**config.mk**
```make
export PLATFORM = sky130hd
export DESIGN_NAME = rs232_rx_ctrl
export DESIGN_NICKNAME = d
export VERILOG_FILES = /design/src/rtl/rs232_rx_ctrl.sv
export SDC_FILE = /design/constraint.sdc
export NUM_CORES = 1
export LEC_CHECK = 0
export ABC_AREA = 1
export CAP_MARGIN = 20
export CORE_MARGIN = 1.5
export CORE_UTILIZATION = 30
export DETAILED_ROUTE_END_ITERATION = 8
export MAX_ROUTING_LAYER = met4
export SLEW_MARGIN = 0
export SYNTH_ARGS = -nofsm -noshare
export SYNTH_HDL_FRONTEND = slang
export SYNTH_SLANG_ARGS = --single-unit
```
**constraint.sdc**
```tcl
create_clock -name clk_clk -period 2.1 [get_ports clk_clk]
set_input_delay 0.63 -clock clk_clk [delete_from_list [all_inputs] [get_ports clk_clk]]
set_output_delay 0.63 -clock clk_clk [all_outputs]
set_load 0.02 [all_outputs]
```
**src/rtl/rs232_rx_ctrl.sv**
```systemverilog
// RS232 receive controller: oversampled framing of one byte per frame with optional
// parity, held for the Nios behind a ready / read-ack level handshake.
module rs232_rx_ctrl #(
    parameter int unsigned CLK_HZ     = 50000000,
    parameter int unsigned OVERSAMPLE = 16
) (
    input  logic       clk_clk,
    input  logic       reset_reset,
    input  logic       rx_serial,
    input  logic [7:0] rx_options,
    output logic [7:0] rx_data,
    output logic       rx_ready,
    input  logic       rx_ack,
    output logic       parity_err,
    output logic       frame_err,
    output logic       overrun
);

    localparam int unsigned DIV_9600   = CLK_HZ / (9600 * OVERSAMPLE);
    localparam int unsigned DIV_19200  = CLK_HZ / (19200 * OVERSAMPLE);
    localparam int unsigned DIV_57600  = CLK_HZ / (57600 * OVERSAMPLE);
    localparam int unsigned DIV_115200 = CLK_HZ / (115200 * OVERSAMPLE);

    // The slowest baud has the largest divisor and sets the counter width
    localparam int unsigned TICK_W = (DIV_9600 > 2) ? $clog2(DIV_9600) : 1;
    localparam int unsigned OS_W   = $clog2(OVERSAMPLE);

    localparam logic [TICK_W-1:0] LAST_9600   = TICK_W'(DIV_9600 - 1);
    localparam logic [TICK_W-1:0] LAST_19200  = TICK_W'(DIV_19200 - 1);
    localparam logic [TICK_W-1:0] LAST_57600  = TICK_W'(DIV_57600 - 1);
    localparam logic [TICK_W-1:0] LAST_115200 = TICK_W'(DIV_115200 - 1);

    localparam logic [OS_W-1:0] OS_FULL_LAST = OS_W'(OVERSAMPLE - 1);
    localparam logic [OS_W-1:0] OS_HALF_LAST = OS_W'(OVERSAMPLE / 2 - 1);

    typedef enum logic [2:0] {
        StIdle,
        StStart,
        StData,
        StParity,
        StStop,
        StDone
    } state_e;

    state_e              r_state;
    logic [TICK_W-1:0]   r_tick_cnt;
    logic [TICK_W-1:0]   r_tick_last;
    logic [OS_W-1:0]     r_os_cnt;
    logic [2:0]          r_bit_cnt;
    logic [7:0]          r_shift;
    logic                r_par_en;
    logic                r_par_odd;
    logic                r_par_err;
    logic                r_frm_err;

    logic r_rx_meta, r_rx_sync, r_rx_prev;
    logic r_ack_meta, r_ack_sync, r_ack_prev;

    logic [TICK_W-1:0] w_last_sel;
    logic              w_tick;
    logic              w_fall;
    logic              w_ack_edge;
    logic              w_unused_opts;

    assign w_unused_opts = ^rx_options[7:4];

    // Synchronize the line and the ack level; preset high so reset never looks like an edge
    always_ff @(posedge clk_clk or posedge reset_reset) begin
        if (reset_reset) begin
            r_rx_meta  <= 1'b1;
            r_rx_sync  <= 1'b1;
            r_rx_prev  <= 1'b1;
            r_ack_meta <= 1'b1;
            r_ack_sync <= 1'b1;
            r_ack_prev <= 1'b1;
        end else begin
            r_rx_meta  <= rx_serial;
            r_rx_sync  <= r_rx_meta;
            r_rx_prev  <= r_rx_sync;
            r_ack_meta <= rx_ack;
            r_ack_sync <= r_ack_meta;
            r_ack_prev <= r_ack_sync;
        end
    end

    assign w_fall     = r_rx_prev & ~r_rx_sync;
    assign w_ack_edge = r_ack_sync & ~r_ack_prev;
    assign w_tick     = (r_tick_cnt == r_tick_last);

    // Divisor terminal count for the currently requested baud
    always_comb begin
        w_last_sel = LAST_9600;
        case (rx_options[1:0])
            2'b00:   w_last_sel = LAST_9600;
            2'b01:   w_last_sel = LAST_19200;
            2'b10:   w_last_sel = LAST_57600;
            default: w_last_sel = LAST_115200;
        endcase
    end

    // Frame FSM, tick counter and the held byte with its handshake flags
    always_ff @(posedge clk_clk or posedge reset_reset) begin
        if (reset_reset) begin
            r_state     <= StIdle;
            r_tick_cnt  <= '0;
            r_tick_last <= '0;
            r_os_cnt    <= '0;
            r_bit_cnt   <= '0;
            r_shift     <= '0;
            r_par_en    <= 1'b0;
            r_par_odd   <= 1'b0;
            r_par_err   <= 1'b0;
            r_frm_err   <= 1'b0;
            rx_data     <= '0;
            rx_ready    <= 1'b0;
            parity_err  <= 1'b0;
            frame_err   <= 1'b0;
            overrun     <= 1'b0;
        end else begin
            // Ack is applied first so a commit in the same cycle sees an empty holding slot
            if (w_ack_edge) begin
                rx_ready   <= 1'b0;
                parity_err <= 1'b0;
                frame_err  <= 1'b0;
                overrun    <= 1'b0;
            end

            if (r_state == StIdle || w_tick) begin
                r_tick_cnt <= '0;
            end else begin
                r_tick_cnt <= r_tick_cnt + 1'b1;
            end

            case (r_state)
                StIdle: begin
                    if (w_fall) begin
                        r_state     <= StStart;
                        r_os_cnt    <= '0;
                        r_bit_cnt   <= '0;
                        r_tick_last <= w_last_sel;
                        r_par_en    <= rx_options[2];
                        r_par_odd   <= rx_options[3];
                        r_par_err   <= 1'b0;
                        r_frm_err   <= 1'b0;
                    end
                end
                StStart: begin
                    if (w_tick) begin
                        if (r_os_cnt == OS_HALF_LAST) begin
                            r_os_cnt <= '0;
                            r_state  <= r_rx_sync ? StIdle : StData;
                        end else begin
                            r_os_cnt <= r_os_cnt + 1'b1;
                        end
                    end
                end
                StData: begin
                    if (w_tick) begin
                        if (r_os_cnt == OS_FULL_LAST) begin
                            r_os_cnt  <= '0;
                            r_shift   <= {r_rx_sync, r_shift[7:1]};
                            r_bit_cnt <= r_bit_cnt + 1'b1;
                            if (r_bit_cnt == 3'd7) begin
                                r_state <= r_par_en ? StParity : StStop;
                            end
                        end else begin
                            r_os_cnt <= r_os_cnt + 1'b1;
                        end
                    end
                end
                StParity: begin
                    if (w_tick) begin
                        if (r_os_cnt == OS_FULL_LAST) begin
                            r_os_cnt  <= '0;
                            r_par_err <= (^r_shift) ^ r_rx_sync ^ r_par_odd;
                            r_state   <= StStop;
                        end else begin
                            r_os_cnt <= r_os_cnt + 1'b1;
                        end
                    end
                end
                StStop: begin
                    if (w_tick) begin
                        if (r_os_cnt == OS_FULL_LAST) begin
                            r_os_cnt  <= '0;
                            r_frm_err <= ~r_rx_sync;
                            r_state   <= StDone;
                        end else begin
                            r_os_cnt <= r_os_cnt + 1'b1;
                        end
                    end
                end
                StDone: begin
                    r_state <= StIdle;
                    if (!rx_ready || w_ack_edge) begin
                        rx_data    <= r_shift;
                        parity_err <= r_par_err;
                        frame_err  <= r_frm_err;
                        rx_ready   <= 1'b1;
                    end else begin
                        overrun <= 1'b1;
                    end
                end
                default: r_state <= StIdle;
            endcase
        end
    end

endmodule

```
==> impl.org, run 1 <==
** Run status
- The run finished with clean final reports.

** Power
- In this run the power density over the cells is 987 nW/um^2.
- IR analysis of the VDD net gives a maximum drop of 0.403 mV.
- Summed over all nets, the switching power comes to 1.23 mW.
- Internal power comes to 1.89 mW.
- Proportion of power drawn by flip-flops and latches :: 0.450
- Leakage :: 1.46 nW
- Switching portion of total power :: 0.394
- Of the total power, the clock network draws 0.195.
- The share of total power dissipated in combinational logic is 0.355.

** Setup path
- In this run the critical register-to-register path is launched from r_state[0].
- Data on the critical path is required at its endpoint by 1.47 ns.
- Measured in cells, the most critical reg-to-reg path has a length of 10.
- Largest fanout on the critical path :: 2
- Counting both buffers and inverters, the worst setup path holds a total of 1.
- In this run the critical register-to-register path is captured at r_os_cnt[2].
- The worst setup path is of the reg2out kind.
- Critical path startpoint category :: flop
- STA classifies the critical path endpoint as an output port.
- Data on the critical path arrives at its endpoint at 1.28 ns.
- Largest stage delay on the critical path :: 0.60 ns
- Among all stages on the critical path, the largest delay is contributed by clkdlybuf4s50_1.
- CP delay by family, top :: buffers and inverters
- Across all register-to-register paths, the minimum setup slack is 0.37 ns.
- Critical path, cell by cell :: clkdlybuf4s50_1

** Yosys
- Synth top area share :: 0.452
- Post-synthesis xor/xnor area fraction :: 0.0388
- Multiplexer area fraction after synthesis :: 0.00416
- The number of nets handed over by synthesis was 345.
- Of the total synthesized cell area, the portion taken by full adders, half adders and majority gates is 0.0369.
- In this run the cell area of the synthesized design comes to 2710 sq um.
- Synth top area cells :: dfrtp_1, nand2_1, dfstp_2, inv_1, o21ai_0
- In this run, distinct cell masters in the synthesized netlist total 29.
- After synthesis, the mean cell area works out to 8.34 sq um.
- For this run, the number of Yosys warnings is 0.
- Compound-gate portion of the synthesized area :: 0.0946
- Cell type with the highest aggregate area in the netlist :: dfrtp_1
- Combinational family with the most area after synthesis :: simple AND/OR/NAND/NOR gates
- Of the synthesized area, sequential elements account for 0.511.
- Number of instances in the synthesized netlist :: 325
- Simple-gate portion of the synthesized area :: 0.254
- Number of synthesized register bits :: 55

** Die
- In this run the standard cell core region covers 8720 sq um.
- The die covers 9610 sq um.
- The initial utilization of the core area, before any placement, comes to 0.311.
- 24 I/O pins were placed.
- The floorplan step set the die height to 98.0 um.
- In this run the horizontal extent of the chip is 98.0 um.
- Number of placement rows :: 34

** Cells and area
- Leading cell type in the layout, fill and taps excluded :: nand2_1
- Area delta synth->final :: 16.5%
- The number of antenna diodes in the final layout is 0.
- Of the cells placed in the final design, the portion with a size suffix greater than 1 is 0.116.
- Final net count :: 371
- The library cells used most frequently in the layout, excluding fill and tap cells, are nand2_1, dfrtp_1, inv_1, o21ai_0, nor2_1.

** Timing
- Slew Viols, Final :: 0
- Final count of negative-setup-slack endpoints :: 0
- For the pin with the worst max-slew slack, the measured transition is 0.642 ns.
- Final Skew :: 0.00819 ns
- After layout, the minimum clock period comes to 1.91 ns.
- Fmax achieved :: 0.523 GHz
- Summed over all failing endpoints, the final setup total negative slack is 0 ns.
- Fin crit share :: 0.911
- Worst Hold Slack :: 0.361 ns
- Hold Vio Cnt, Final :: 0
- Unrepaired setup endpoints after global routing :: false
- Across all setup checks in the final design, the least slack found is 0.187 ns.
- In this run the tightest slew margin relative to its limit is 0.569.

** Min path
- The startpoint identified for the worst hold timing path is r_ack_meta.
- Number of cells on the worst hold path :: 0
- Kind of path behind the tightest hold check :: reg2reg
- For hold timing, the worst endpoint is r_ack_sync.

** Route
- Routed via count :: 2062
- The count of nets left with antenna violations once routing finished came out at 0.
- Pre-antenna DRT Iters :: 5
- Via density :: 4.48
- Aggregate routed wire length :: 4.84 mm
- DRC errors left :: 0
- Per-cell routed wire length :: 10.5 um
- In this run, the number of DRC markers left after iteration 0 of detailed routing was 67.

** Global routing
- The initial antenna violation count is 0.
- For this run the aggregate overflow at the end of global routing stands at 0.
- Entering global routing, the biggest net connects 24 pins.
- The first global-routing pass estimated 8.65 mm of wire.
- The via count of the first global-routing pass was 1966.
- Total track usage :: 0.113

** Placement
- Worst slack, placed :: 0.309 ns
- Estimated wirelength of the detail-placed design :: 3.66 mm
- In this run the tool buffered the top-level ports with 19 buffer cells.
- The congestion estimate from routability-driven global placement came to 0.889.

** Clocking
- CTS tree :: built
- Clock edge transition at the registers on the reported setup and hold paths :: 0.11 ns
- Hold Buf Count CTS :: 0
- Number of H-tree levels :: 2
- Number of gates given a new drive strength after cts :: 0
- The cell sitting at the root of the clock tree is a clkbuf_8.
- Buffers added to address setup during post-CTS repair amount to 0.
- TritonCTS Sinks :: 55
- In this run, CTS created clock tree buffers numbering 5.
- Skew-Pair Late Insertion Delay :: 0.31 ns
- The clock passes through at most 2 buffers.

** Flow run
- The tool flagged a number of max-cap violations equal to 0.
[how the worst max path moves through the flow]
| stage | end | cells past startpoint | start | slack [ns] |
|---|---|---|---|---|
| final | rx_data[2] | 1 | rx_data[2] | 0.19 |
| after global placement | r_tick_last[2] | 5 | rx_options[0] | 0.32 |
| after detailed placement | r_tick_last[2] | 5 | rx_options[0] | 0.31 |
| after CTS | rx_ready | 1 | rx_ready | 0.16 |
| after global routing | rx_ready | 1 | rx_ready | 0.12 |
| after floorplan | frame_err | 1 | reset_reset | 0.14 |
[Yosys cell counts]
master	n
nand3_1	15
or2_2	2
nor2_2	6
nand3b_1	1
nand2_1	100
o211ai_1	1
dfstp_2	6
nor3_1	3
a21boi_1	1
inv_2	3
nand4_1	1
mux2_2	1
ha_1	8
nor3b_1	1
o21ai_2	2
nor2_4	2
dfrtp_1	49
xor2_1	4
buf_2	2
o21ai_0	24
a21oi_1	7
nor3_2	2
nand2_2	4
nand3_2	1
a21oi_2	1
inv_1	38
o21ai_1	12
xnor2_1	8
nor2_1	20
[sequential cells by signal, summed over array words and instances, names as in the netlist]
name,count
r_rx_sync,1
frame_err,1
parity_err,1
overrun,1
r_state,3
r_bit_cnt,3
r_ack_meta,1
r_tick_last,6
r_ack_prev,1
r_os_cnt,4
r_shift,8
r_rx_meta,1
r_ack_sync,1
r_par_err,1
r_frm_err,1
rx_ready,1
r_tick_cnt,9
r_par_en,1
r_par_odd,1
r_rx_prev,1
rx_data,8
[cell families (layout without fill, tap and decap cells)]
logic type	after synthesis	count (layout)
buffers and inverters	43	70
DFF	55	55
xor gates and xnor gates	12	12
and+or+nand+nor	158	158
muxes	1	1
adders and majority gates	8	8
AOI/OAI and AO/OA	48	48
[area by class of cell]
class | instances | area [sq um]
Clock buffer | 5 | 68.8
Clock inverter | 3 | 22.5
Fill cell | 887 | 5560
Inverter | 41 | 154
Multi-Input combinational cell | 227 | 1160
Sequential cell | 55 | 1380
Tap cell | 108 | 135
Timing Repair Buffer | 21 | 230
[per-stage QoR]
stage | instances | total power, mW | cell area, sq um | util
2_1_floorplan | 325 | 2.26 | 2710 | -
3_3_place_gp | 452 | 2.52 | 3070 | 0.352
3_5_place_dp | 452 | 2.55 | 3070 | 0.352
4_1_cts | 460 | 3.17 | 3160 | 0.362
5_1_grt | 460 | 3.40 | 3160 | 0.362
6_report | 460 | 3.12 | 3160 | 0.362
[power groups by stage]
stage | clock network (mW) | registers (mW) | logic (mW)
floorplan | 0 | 1.42 | 0.845
finish | 0.607 | 1.40 | 1.11
global placement | 0 | 1.42 | 1.10
global route | 0.679 | 1.43 | 1.28
CTS | 0.642 | 1.40 | 1.12
detailed placement | 0 | 1.42 | 1.12
[metal layers]
layer | track usage | vias up | routed length, um
met5 | - | - | 0
met4 | 0.0396 | 0 | 21
met3 | 0.0236 | 2 | 149
met2 | 0.174 | 27 | 2160
met1 | 0.149 | 954 | 2500
li1 | - | 1079 | -
Power figures use the tool's default switching activity.
==> run 2, diff against run 1 <==
CELL_PAD_IN_SITES_DETAIL_PLACEMENT = 0   (was default)
CELL_PAD_IN_SITES_GLOBAL_PLACEMENT = 2   (was default)
PLACE_DENSITY_LB_ADDON = 0.1   (was default)
==> impl.org, run 2 (synthesis gave the netlist of run 1 again) <==
** Cells and area
- Largest registers in the final layout: r_tick_cnt: 9 flops, r_shift: 8 flops, rx_data: 8 flops (unchanged).
- The layout-stage area growth over the synthesis result is 17.1% (was 16.5%).
- Number of flip-flops in the largest register :: 9 (unchanged)
- Number of non-filler instances in the completed layout :: 461 (was 460)
- Biggest register :: r_tick_cnt (unchanged)
- The fraction of layout cells with a size suffix above 1 is 0.119 (was 0.116).
- Final net count :: 372 (was 371)
- The most frequent standard cell in the layout excluding fill and tap cells is nand2_1 (unchanged).
- Top library cells by usage in the layout, fill and taps aside :: nand2_1, dfrtp_1, inv_1, o21ai_0, nor2_1 (unchanged)
- The count of antenna diodes in the layout is 0 (unchanged).

** Global routing
- Wire length of the first global-routing pass :: 9.37 mm (was 8.65 mm)
- The initial antenna violation count was 0 (unchanged).
- Global route hottest layer :: met2 (unchanged)
- The met3 demand-to-capacity share in global routing was 0.0293 (was 0.0236).
- Met1 capacity usage during global routing :: 0.167 (was 0.149)
- The global-route met2 utilization is 0.188 (was 0.174).
- The global-route total usage across every layer was 0.125 (was 0.113).
- Maximum number of pins on one net before global-route repair :: 56 (was 24)
- The remaining global-route overflow was 0 (unchanged).
- The via count of the first global-routing pass came to 1977 (was 1966).

** Die
- Number of placement rows :: 34 (unchanged)
- Initial core utilization :: 0.311 (unchanged)
- Total die area :: 9610 sq um (unchanged)
- Core box area :: 8720 sq um (unchanged)
- The count of boundary I/O pins came to 24 (unchanged).
- The die span in y came to 98.0 um (unchanged).
- X dimension of the die :: 98.0 um (unchanged)

** Setup path
- Buf/Inv on CP :: 1 (unchanged)
- Register-to-register setup slack :: 0.31 ns (was 0.37 ns)
- The launch point of the worst path is rx_data[3] (was rx_data[2]).
- Critical path, cell by cell: clkdlybuf4s50_1 (unchanged).
- Arrival time at the worst endpoint :: 1.28 ns (about the same)
- Critical Path Stages :: 1 (unchanged)
- Largest fanout on the critical path :: 2 (unchanged)
- FF-to-FF End :: r_os_cnt[2] (unchanged)
- Largest stage delay on the critical path :: 0.60 ns (about the same)
- Critical path startpoint category :: flop (unchanged)
- The master of the slowest instance on the critical path is clkdlybuf4s50_1 (unchanged).
- Timing endpoint of the critical path :: rx_data[3] (was rx_data[2])
- The kind of end point of the critical path is an output port (unchanged).
- Worst path required time :: 1.47 ns (about the same)
- The top cell family by delay on the critical path was buffers and inverters (unchanged).
- The cell depth of the worst flop-to-flop path was 10 (unchanged).
- The type of the worst setup path is reg2out (unchanged).
- The startpoint of the most critical register-to-register path is r_state[0] (unchanged).

** Timing
- Final Skew :: 0.0119 ns (was 0.00819 ns)
- The hold violation count in the final report was 0 (unchanged).
- The worst-margin pin slew came to 0.517 ns (was 0.642 ns).
- Unrepaired setup endpoints after global routing: false (unchanged).
- The maximum clock frequency is 0.524 GHz (was 0.523 GHz).
- The clock period minus worst slack is 1.91 ns (about the same).
- The number of endpoints failing setup at the final stage came to 0 (unchanged).
- Normalized max-slew margin :: 0.655 (was 0.569)
- Fin crit share :: 0.908 (was 0.911)
- Setup TNS :: 0 ns (unchanged)
- Slew Viols, Final :: 0 (unchanged)

** Clocking
- The hold-fix buffer count after cts is 0 (unchanged).
- CTS Root Cell :: clkbuf_8 (unchanged)
- The clock transition at the registers of the reported paths was 0.10 ns (was 0.11 ns).
- The number of buffers added by the clock tree synthesis step came to 5 (unchanged).
- The TritonCTS sink count was 55 (unchanged).
- Number of gates given a new drive strength after cts :: 0 (unchanged)
- CTS tree :: built (unchanged)
- The clock network latency to the later pin of the worst-skew pair is 0.32 ns (was 0.31 ns).
- The number of levels in the clock H-tree was 2 (unchanged).
- Largest buffer count on any clock path :: 2 (unchanged)
- Post-CTS setup-driven buffer insertion count :: 0 (unchanged)

** Min path
- The class of the tightest hold or removal check is reg2reg (unchanged).
- The worst hold path startpoint is r_ack_meta (unchanged).

** Route
- The final routed wirelength across all metal layers came to 5.35 mm (was 4.84 mm).
- The number of vias per cell was 4.44 (was 4.48).
- The final routed DRC violation total came to 0 (unchanged).
- Pre-antenna DRT Iters :: 4 (was 5)
- Per-cell routed wire length :: 11.6 um (was 10.5 um)
- The via count was 2049 (was 2062).
- The number of antenna-violating nets in the routed design was 0 (unchanged).
- The number of DRC markers in iteration 0 was 73 (was 67).

** Power
- Pint :: 2.02 mW (was 1.89 mW)
- The static leakage came to 1.47 nW (was 1.46 nW).
- Maximum vdd drop :: 0.327 mV (was 0.403 mV)
- Logic pwr share :: 0.351 (was 0.355)
- Total Power :: 3.29 mW (was 3.12 mW)
- The sequential fraction of design power was 0.427 (was 0.450).
- The clock power share came to 0.222 (was 0.195).
- The power density over the cells was 1040 nW/um^2 (was 987 nW/um^2).
- Net Sw Power :: 1.27 mW (was 1.23 mW)
- Switching portion of total power :: 0.385 (was 0.394)

** Placement
- # placed instances :: 453 (was 452)
- Number of I/O port buffers :: 19 (unchanged)
- The routability congestion estimate came to 0.706 (was 0.889).
- The half-perimeter wire length after placement was 3.82 mm (was 3.66 mm).

** Run status
- Run status: finished, final reports clean (unchanged).

** Flow run
- Max-capacitance violation count :: 0 (unchanged)
[run 2: cell count changes in the layout (fill, tap and decap cells not counted), sizes merged]
cell    previous run  this run
buf                2         3
bufinv             0         1
clkinv             1         2
inv               43        41
[run 2: metrics by stage]
step                setup slack (ns)  area (sq um)  hold WS, ns  utilization
CTS                            0.171          3170        0.364        0.364
global placement               0.303          3060        0.347        0.351
finish                         0.193          3170        0.362        0.364
detailed placement             0.305          3060        0.348        0.351
floorplan                      0.137          2710        0.345            -
global route                  0.0328          3170        0.376        0.364
[run 2: worst min-delay path by stage]
stage / endpoint / slack, ns / cells after the start
2_1_floorplan: r_ack_sync / 0.35 / 0
3_3_place_gp: r_ack_sync / 0.35 / 0
3_5_place_dp: r_ack_sync / 0.35 / 0
4_1_cts: r_ack_sync / 0.36 / 0
5_1_grt: r_ack_sync / 0.38 / 0
6_report: r_ack_sync / 0.36 / 0
[run 2: metal layers]
metal  up-vias  wire length [um]
met5         -                 0
met4         0                70
met3         6               174
met2        28              2260
met1       939              2850
li1       1076                 -
[run 2: power by group through the flow]
stage	Clock [mW]	Combinational [mW]	Sequential (mW)
6_report	0.729	1.15	1.40
5_1_grt	0.812	1.34	1.43
4_1_cts	0.771	1.18	1.41
3_3_place_gp	0	1.17	1.43
2_1_floorplan	0	0.845	1.42
3_5_place_dp	0	1.18	1.43
[run 2: area by class of cell]
cell class,count,area (sq um)
inverters,41,154
clock buffers,5,68.8
repair buffers,22,225
fillers,940,5550
flip-flops and latches,55,1380
multi-input cells,227,1160
clock inverters,3,43.8
well taps,108,135
